## config.mk

```make
export PLATFORM = sky130hd
export DESIGN_NAME = pixel_region_latency_buffer
export DESIGN_NICKNAME = d
export VERILOG_FILES = /design/src/rtl/pixel_region_latency_buffer.sv
export SDC_FILE = /design/constraint.sdc
export NUM_CORES = 1
export LEC_CHECK = 0
export ABC_AREA = 1
export CORE_MARGIN = 2
export CORE_UTILIZATION = 46
export CTS_CLUSTER_DIAMETER = 80
export DETAILED_ROUTE_END_ITERATION = 8
export PLACE_DENSITY = 0.73
export RECOVER_POWER = 50
export SYNTH_ARGS = -nofsm -noshare
export SYNTH_HDL_FRONTEND = slang
export SYNTH_SLANG_ARGS = --single-unit
```

## constraint.sdc

```tcl
create_clock -name Clk -period 27.2 [get_ports Clk]
set_input_delay 8.16 -clock Clk [delete_from_list [all_inputs] [get_ports Clk]]
set_output_delay 8.16 -clock Clk [all_outputs]
set_load 0.02 [all_outputs]
```

## src/rtl/pixel_region_latency_buffer.sv

```systemverilog
// Pixel-region latency buffer: stores hits, ages them against LatCnfg, and holds L1-triggered cells for token readout.
// Optional macro LATBUF_TRIG_TAG_EN adds per-cell trigger-tag storage; without it TriggeredTag is tied to 0.
module pixel_region_latency_buffer #(
    parameter int DEPTH  = 8,
    parameter int DATA_W = 16,
    parameter int LAT_W  = 9,
    parameter int TAG_W  = 5,
    parameter int OVF_W  = 8
) (
    input  logic              Clk,
    input  logic              Reset,
    input  logic              LE,
    input  logic [DATA_W-1:0] WriterData,
    input  logic              L1,
    input  logic [TAG_W-1:0]  L1Tag,
    input  logic [LAT_W-1:0]  LatCnfg,
    input  logic              PixOffCnfg,
    input  logic              TokIn,
    output logic              TokOut,
    output logic              EnOut,
    input  logic              ReadData,
    output logic [DATA_W-1:0] TriggeredData,
    output logic [TAG_W-1:0]  TriggeredTag,
    output logic              BufFull,
    output logic [OVF_W-1:0]  OvfCount
);

    typedef enum logic [1:0] {
        CELL_FREE,
        CELL_WAIT,
        CELL_TRIG
    } cell_state_e;

    cell_state_e       state_q [DEPTH];
    cell_state_e       state_d [DEPTH];
    logic [LAT_W-1:0]  age_q   [DEPTH];
    logic [LAT_W-1:0]  age_d   [DEPTH];
    logic [DATA_W-1:0] data_q  [DEPTH];
    logic [DATA_W-1:0] data_d  [DEPTH];
    logic [OVF_W-1:0]  ovf_q;
    logic [OVF_W-1:0]  ovf_d;

`ifdef LATBUF_TRIG_TAG_EN
    logic [TAG_W-1:0]  tag_q   [DEPTH];
    logic [TAG_W-1:0]  tag_d   [DEPTH];
    logic [TAG_W-1:0]  trig_tag;
`else
    logic              unused_l1tag;
`endif

    logic [DEPTH-1:0]  free_vec;
    logic [DEPTH-1:0]  trig_vec;
    logic [DEPTH-1:0]  wr_sel;
    logic [DEPTH-1:0]  rd_sel;
    logic              wr_en;
    logic              any_trig;
    logic              en_out;
    logic              rd_fire;
    logic [DATA_W-1:0] trig_data;

    always_comb begin
        free_vec = '0;
        trig_vec = '0;
        for (int i = 0; i < DEPTH; i++) begin
            free_vec[i] = (state_q[i] == CELL_FREE);
            trig_vec[i] = (state_q[i] == CELL_TRIG);
        end
    end

    // Isolate the lowest set bit: lowest free cell for writes, lowest triggered cell for reads.
    assign wr_sel   = free_vec & (~free_vec + DEPTH'(1));
    assign rd_sel   = trig_vec & (~trig_vec + DEPTH'(1));
    assign wr_en    = LE & ~PixOffCnfg;
    assign any_trig = |trig_vec;
    assign en_out   = ~TokIn & any_trig & ~PixOffCnfg;
    assign rd_fire  = en_out & ReadData;

    always_comb begin
        ovf_d = ovf_q;
        if (wr_en && (free_vec == '0) && (ovf_q != '1)) begin
            ovf_d = ovf_q + OVF_W'(1);
        end
    end

    always_comb begin
        for (int i = 0; i < DEPTH; i++) begin
            state_d[i] = state_q[i];
            age_d[i]   = age_q[i];
            data_d[i]  = data_q[i];
`ifdef LATBUF_TRIG_TAG_EN
            tag_d[i]   = tag_q[i];
`endif
            case (state_q[i])
                CELL_FREE: begin
                    if (wr_en && wr_sel[i]) begin
                        state_d[i] = CELL_WAIT;
                        age_d[i]   = '0;
                        data_d[i]  = WriterData;
                    end
                end
                CELL_WAIT: begin
                    if (age_q[i] == LatCnfg) begin
                        state_d[i] = L1 ? CELL_TRIG : CELL_FREE;
`ifdef LATBUF_TRIG_TAG_EN
                        if (L1) begin
                            tag_d[i] = L1Tag;
                        end
`endif
                    end else begin
                        age_d[i] = age_q[i] + LAT_W'(1);
                    end
                end
                CELL_TRIG: begin
                    if (rd_fire && rd_sel[i]) begin
                        state_d[i] = CELL_FREE;
                    end
                end
                default: state_d[i] = CELL_FREE;
            endcase
        end
    end

    always_comb begin
        trig_data = '0;
        for (int i = 0; i < DEPTH; i++) begin
            if (rd_sel[i]) begin
                trig_data = trig_data | data_q[i];
            end
        end
    end

`ifdef LATBUF_TRIG_TAG_EN
    always_comb begin
        trig_tag = '0;
        for (int i = 0; i < DEPTH; i++) begin
            if (rd_sel[i]) begin
                trig_tag = trig_tag | tag_q[i];
            end
        end
    end
    assign TriggeredTag = trig_tag;
`else
    assign unused_l1tag = ^L1Tag;
    assign TriggeredTag = '0;
`endif

    always_ff @(posedge Clk or posedge Reset) begin
        if (Reset) begin
            for (int i = 0; i < DEPTH; i++) begin
                state_q[i] <= CELL_FREE;
                age_q[i]   <= '0;
                data_q[i]  <= '0;
`ifdef LATBUF_TRIG_TAG_EN
                tag_q[i]   <= '0;
`endif
            end
            ovf_q <= '0;
        end else begin
            for (int i = 0; i < DEPTH; i++) begin
                state_q[i] <= state_d[i];
                age_q[i]   <= age_d[i];
                data_q[i]  <= data_d[i];
`ifdef LATBUF_TRIG_TAG_EN
                tag_q[i]   <= tag_d[i];
`endif
            end
            ovf_q <= ovf_d;
        end
    end

    assign TokOut        = (any_trig & ~PixOffCnfg) | TokIn;
    assign EnOut         = en_out;
    assign TriggeredData = trig_data;
    assign BufFull       = (free_vec == '0);
    assign OvfCount      = ovf_q;

endmodule
```

# Yosys cells after proc, flatten, opt, wreduce, memory -nomap -nowiden
# Cells that the tools add are included.
[totals]
reg_bits = 224
in_bits = 37
out_inout_bits = 32
wordCells = 237
[classes]
addsub = 11
eq_ne = 57
muxes = 65
n_bitwise = 19
reduce_logical = 60
[ops]
columns = ["cell", "count"]
rows = [
  ["$mux 9", 16],
  ["$pmux 9 s2", 8],
  ["$mux 16", 8],
  ["$or 16x16->16", 7],
  ["$add 9x1->9 const B", 8],
  ["$eq 9x9->1", 8],
  ["$mux 2", 25],
  ["$pmux 2 s3", 8],
  ["$reduce_and 3->1", 16],
  ["$ne 2x1->1 const B", 16],
  ["$ne 2x2->1 const B", 16],
  ["$add 8x1->8 const B", 3],
  ["$logic_and 1x1->1", 18],
  ["$and 8x8->8", 2],
  ["$eq 2x1->1 const B", 8],
  ["$eq 2x2->1 const B", 8],
  ["$logic_not 2->1", 8],
  ["$not 8->8", 2],
  ["$reduce_and 2->1", 8],
  ["$reduce_bool 2->1", 8],
  ["$logic_not 8->1", 1],
  ["$ne 8x8->1 const B", 1],
  ["$reduce_or 8->1", 1],
  ["$and 1x1->1", 5],
  ["other kinds (2)", 3],
]

# Logic depth before layout (Yosys ltp)
[logic_depth]
depth_word = 19
mapped_depth = 12

# Worst setup path before layout
# No wires, ideal clock.
[synth_path]
kind = "input-to-output"
start = "in PixOffCnfg"
end = "out EnOut"
t_arrival_ns = 8.572
t_required_ns = 19.040
setup_slack_ns = 10.468
cell_stages = 3
n_path_buf = 0
cell_sequence = "inv_1 -> nand2_1 -> nor2_1"
[synth_between]
elab_chain_len = 2
[synth_rtl]
columns = ["element", "line", "rtl"]
rows = [
  ["start: declaration", "17", "input logic PixOffCnfg,"],
  ["$not 1->1", "75", "assign en_out = ~TokIn & any_trig & ~PixOffCnfg;"],
  ["$and 1x1->1", "75", ""],
  ["end: declaration", "20", "output logic EnOut,"],
]
# Every way passes these cells.

# Final worst setup path
# Ends and elaborated chain as after synthesis.

==> run_results.csv <==
group,metric,value,unit
setup_path,crit_type,"input pin to primary output",
hold_path,hp-class,"flip-flop to flip-flop",
power_and_ir_drop,clock_power_share,30.0,%
layout,nets,1638,
power_and_ir_drop,p_comb_share,28.3,%
cts,insertion_delay,0.54,ns
sta,rsz0062_at_grt,"false",
die,ioPinCount,69,
layout,nFillCells,2448,
hold_path,worstHoldPathCells,2,
die,core_area,25900,um2
layout,finalInstanceArea,13600,um2
synth,synth-edff-count,0,
layout,n_antenna_cell,0,
power_and_ir_drop,switching_share,36.4,%
power_and_ir_drop,seqPwrFrac,41.7,%
die,die_y,166,um
synth,synth_top_area_cell,"dfrtp_1",
layout,syn_to_final_growth,12.6,%
sta,worstMarginPinSlew,4.44,ns
cts,clkTransAtPathRegs,0.06,ns
route,drt-vias-per-instance,5.32,
setup_path,ff2ff_path_depth,10,
sta,fin_crit,17.71,ns
grt,grt_max_degree,100,
cts,cts-buffers-inserted,26,
synth,synth_ff_type,"dfrtp_1",
synth,synth_seq_cells,224,
synth,yosys.cell_types.count,36,
die,start_util,46.6,%
synth,synth_area_leaders,"dfrtp_1, nand2_1, o21ai_0",
grt,grtUsageMet2,37.1,%
setup_path,crit_family,"buffers and inverters",
synth,syn_inst,1559,
setup_path,startpoint_type,"input pin",
setup_path,path_buf_inv,3,
sta,finalHoldViolCount,0,
setup_path,cp_slowest_stage_delay,0.60,ns
synth,synth_top_area_share,46.5,%
placement,portBuffers,58,
power_and_ir_drop,vdd_drop_max,57.5,uV
status,run_status,"finished with violations",
route,drc,0,
cts,cts.sinks,224,
setup_path,end_kind,"primary output",
route,num_vias,10300,
setup_path,crit_slowest_cell,"clkdlybuf4s50_1",
cts,clk_path_buf_depth,3,
power_and_ir_drop,power.switching,405,uW
job,drv_cap,4,
sta,period_share,65.1,%
power_and_ir_drop,finalPower,1.11,mW
cts,htree_levels,1,
cts,cts_tree,"built",
route,wl_per_cell,15.7,um
setup_path,crit_path_max_fanout,3,
synth,synth_seq_area_share,46.5,%
sta,final-setup-viol-count,0,
setup_path,worst_ep_arrival_time,9.55,ns
grt,grt_pass1_wl,50600,um
cts,ctsHoldBuffers,0,
power_and_ir_drop,p_leak,6.33,nW
grt,top_usage_layer,"met2",
sta,skew,0.0218,ns
grt,grtUsageMet3,3.34,%
sta,slew_violations,267,
grt,overflow,0,
setup_path,cp.depth,5,
synth,syn_area,12100,um2
cts,cts_resized,0,
power_and_ir_drop,power_density,82.0,nW/um2
route,wl,30400,um
synth,async_flop_share,100,%
grt,grt_pass1_vias,9877,
setup_path,cp.required,19.04,ns
sta,slew_headroom,-198,%
synth,syn_avg_cell_area,7.74,um2
sta,tns,0,ns
die,die_area,27500,um2
cts,post-cts-setup-buffer-count,0,
setup_path,cp_cell_sequence,"dlygate4sd3_1 > inv_1 > nand2_1 > nor2_1 > clkdlybuf4s50_1",
power_and_ir_drop,internal_power,709,uW
layout,drive_above_1_share,4.05,%
route,dr.pass1.iters,5,
sta,fmax,0.0565,GHz
cts,root_buffer,"clkbuf_16",
synth,yosys_warnings,0,
die,fp.dieW,166,um
route,drt_iter0_markers,906,
grt,use_met1,29.8,%
placement,gp_congestion,0.811,
placement,place_area,12800,um2
die,rows,59,
grt,antenna_found_initial,0,
grt,grt_usage,22.1,%
route,antenna_left,0,
status,failed_checks,"capacitance limit, slew limit",
placement,hpwl,19400,um
[worst paths after layout]
kind                                         startpoint                 endpoint  slack [ns]
max in group asynchronous                         Reset    age_q[62]$_DFFE_PP0P_       13.34
worst min-delay path             data_q[63]$_DFFE_PP0P_   data_q[63]$_DFFE_PP0P_        0.48
worst max-delay path                         PixOffCnfg                    EnOut        9.49
worst min register to register   data_q[63]$_DFFE_PP0P_   data_q[63]$_DFFE_PP0P_        0.48
min in group asynchronous                         Reset  data_q[101]$_DFFE_PP0P_        9.43
worst max register to register  state_q[15]$_DFFE_PP0P_     age_q[7]$_DFFE_PP0P_       23.68
[synthesized netlist by cell type (12+ instances only)]
cell,instances
xnor2_1,40
buf_4,12
nor2_1,109
buf_2,22
nor3_1,20
o21ai_1,17
o211a_1,16
a21oi_1,50
xor2_1,51
nand4_1,17
o21ai_0,187
inv_1,158
dfrtp_1,224
clkbuf_1,29
nand2_1,443
nand3_1,103
[cell usage in the layout (no fill, tap or decap), types with 2 or more instances in the layout]
master,n
nand2_1,444
dlygate4sd3_1,2
dfrtp_1,224
xor2_1,51
nand2_2,4
o21ai_1,6
nand3b_1,3
o21ai_0,203
nor3_4,2
nor3b_1,6
a21oi_1,50
nor3_1,20
buf_4,4
o21bai_1,7
or2_2,4
ha_1,9
xnor2_1,40
clkbuf_16,26
nand3_1,104
clkinv_1,2
inv_2,4
nand4_1,17
clkdlybuf4s50_1,56
conb_1,5
inv_1,157
nand2_4,3
o211a_1,16
nand3_2,3
clkbuf_8,5
clkbuf_1,11
nor2_1,108
[kinds of logic after synthesis]
logic type / Yosys count / share of synthesized area [%]
and+or+nand+nor: 723 / 25.5
AOI/OAI and AO/OA: 282 / 12.7
buffers and inverters: 229 / 7.79
DFF: 224 / 46.5
xor gates and xnor gates: 91 / 6.61
adders and majority gates: 9 / 0.933
other: 1 / 0.0311
[flip-flops by register name (all words and copies together), names as in the netlist]
name,flops
state_q,16
age_q,72
data_q,128
OvfCount,8
[power groups by stage]
| stage | registers, mW | clock network (mW) | logic, mW |
|---|---|---|---|
| final | 0.464 | 0.334 | 0.315 |
| after global routing | 0.473 | 0.352 | 0.356 |
| after CTS | 0.462 | 0.339 | 0.315 |
| after detailed placement | 0.467 | 0 | 0.311 |
| after global placement | 0.464 | 0 | 0.304 |
| after floorplan | 0.451 | 0 | 0.232 |
[metrics by stage]
step           std cells  hold slack, ns  worst slack, ns  util [%]
5_1_grt             1941           0.506             9.41      52.4
3_3_place_gp        1899           0.466             9.63      49.5
6_report            1941           0.483             9.49      52.4
4_1_cts             1941           0.484             9.63      52.6
3_5_place_dp        1899           0.473             9.63      49.5
2_1_floorplan       1563           0.453            10.47         -
[metal layers]
metal | part of all wire, % | vias to the layer above
li1 | - | 5047
met1 | 44 | 4901
met2 | 47 | 309
met3 | 6.4 | 61
met4 | 2.6 | 0
met5 | 0 | -
[tightest hold or removal path: cells and delay by family (launching register included)]
kind / cells / cell delay (ns)
flip-flops: 1 / 0.34
AO/OA/AOI/OAI: 1 / 0.06
AND/OR/NAND/NOR: 1 / 0.05
[final cells by class]
| class | count | area, um2 | area share, % |
|---|---|---|---|
| clock inverters | 4 | 58.8 | 0.433 |
| repair buffers | 66 | 626 | 4.61 |
| clock buffers | 38 | 746 | 5.49 |
| well taps | 335 | 419 | 3.09 |
| multi-input cells | 1110 | 5510 | 40.6 |
| flip-flops and latches | 224 | 5610 | 41.3 |
| inverters | 164 | 617 | 4.54 |
(Power assumes the default switching activity.)
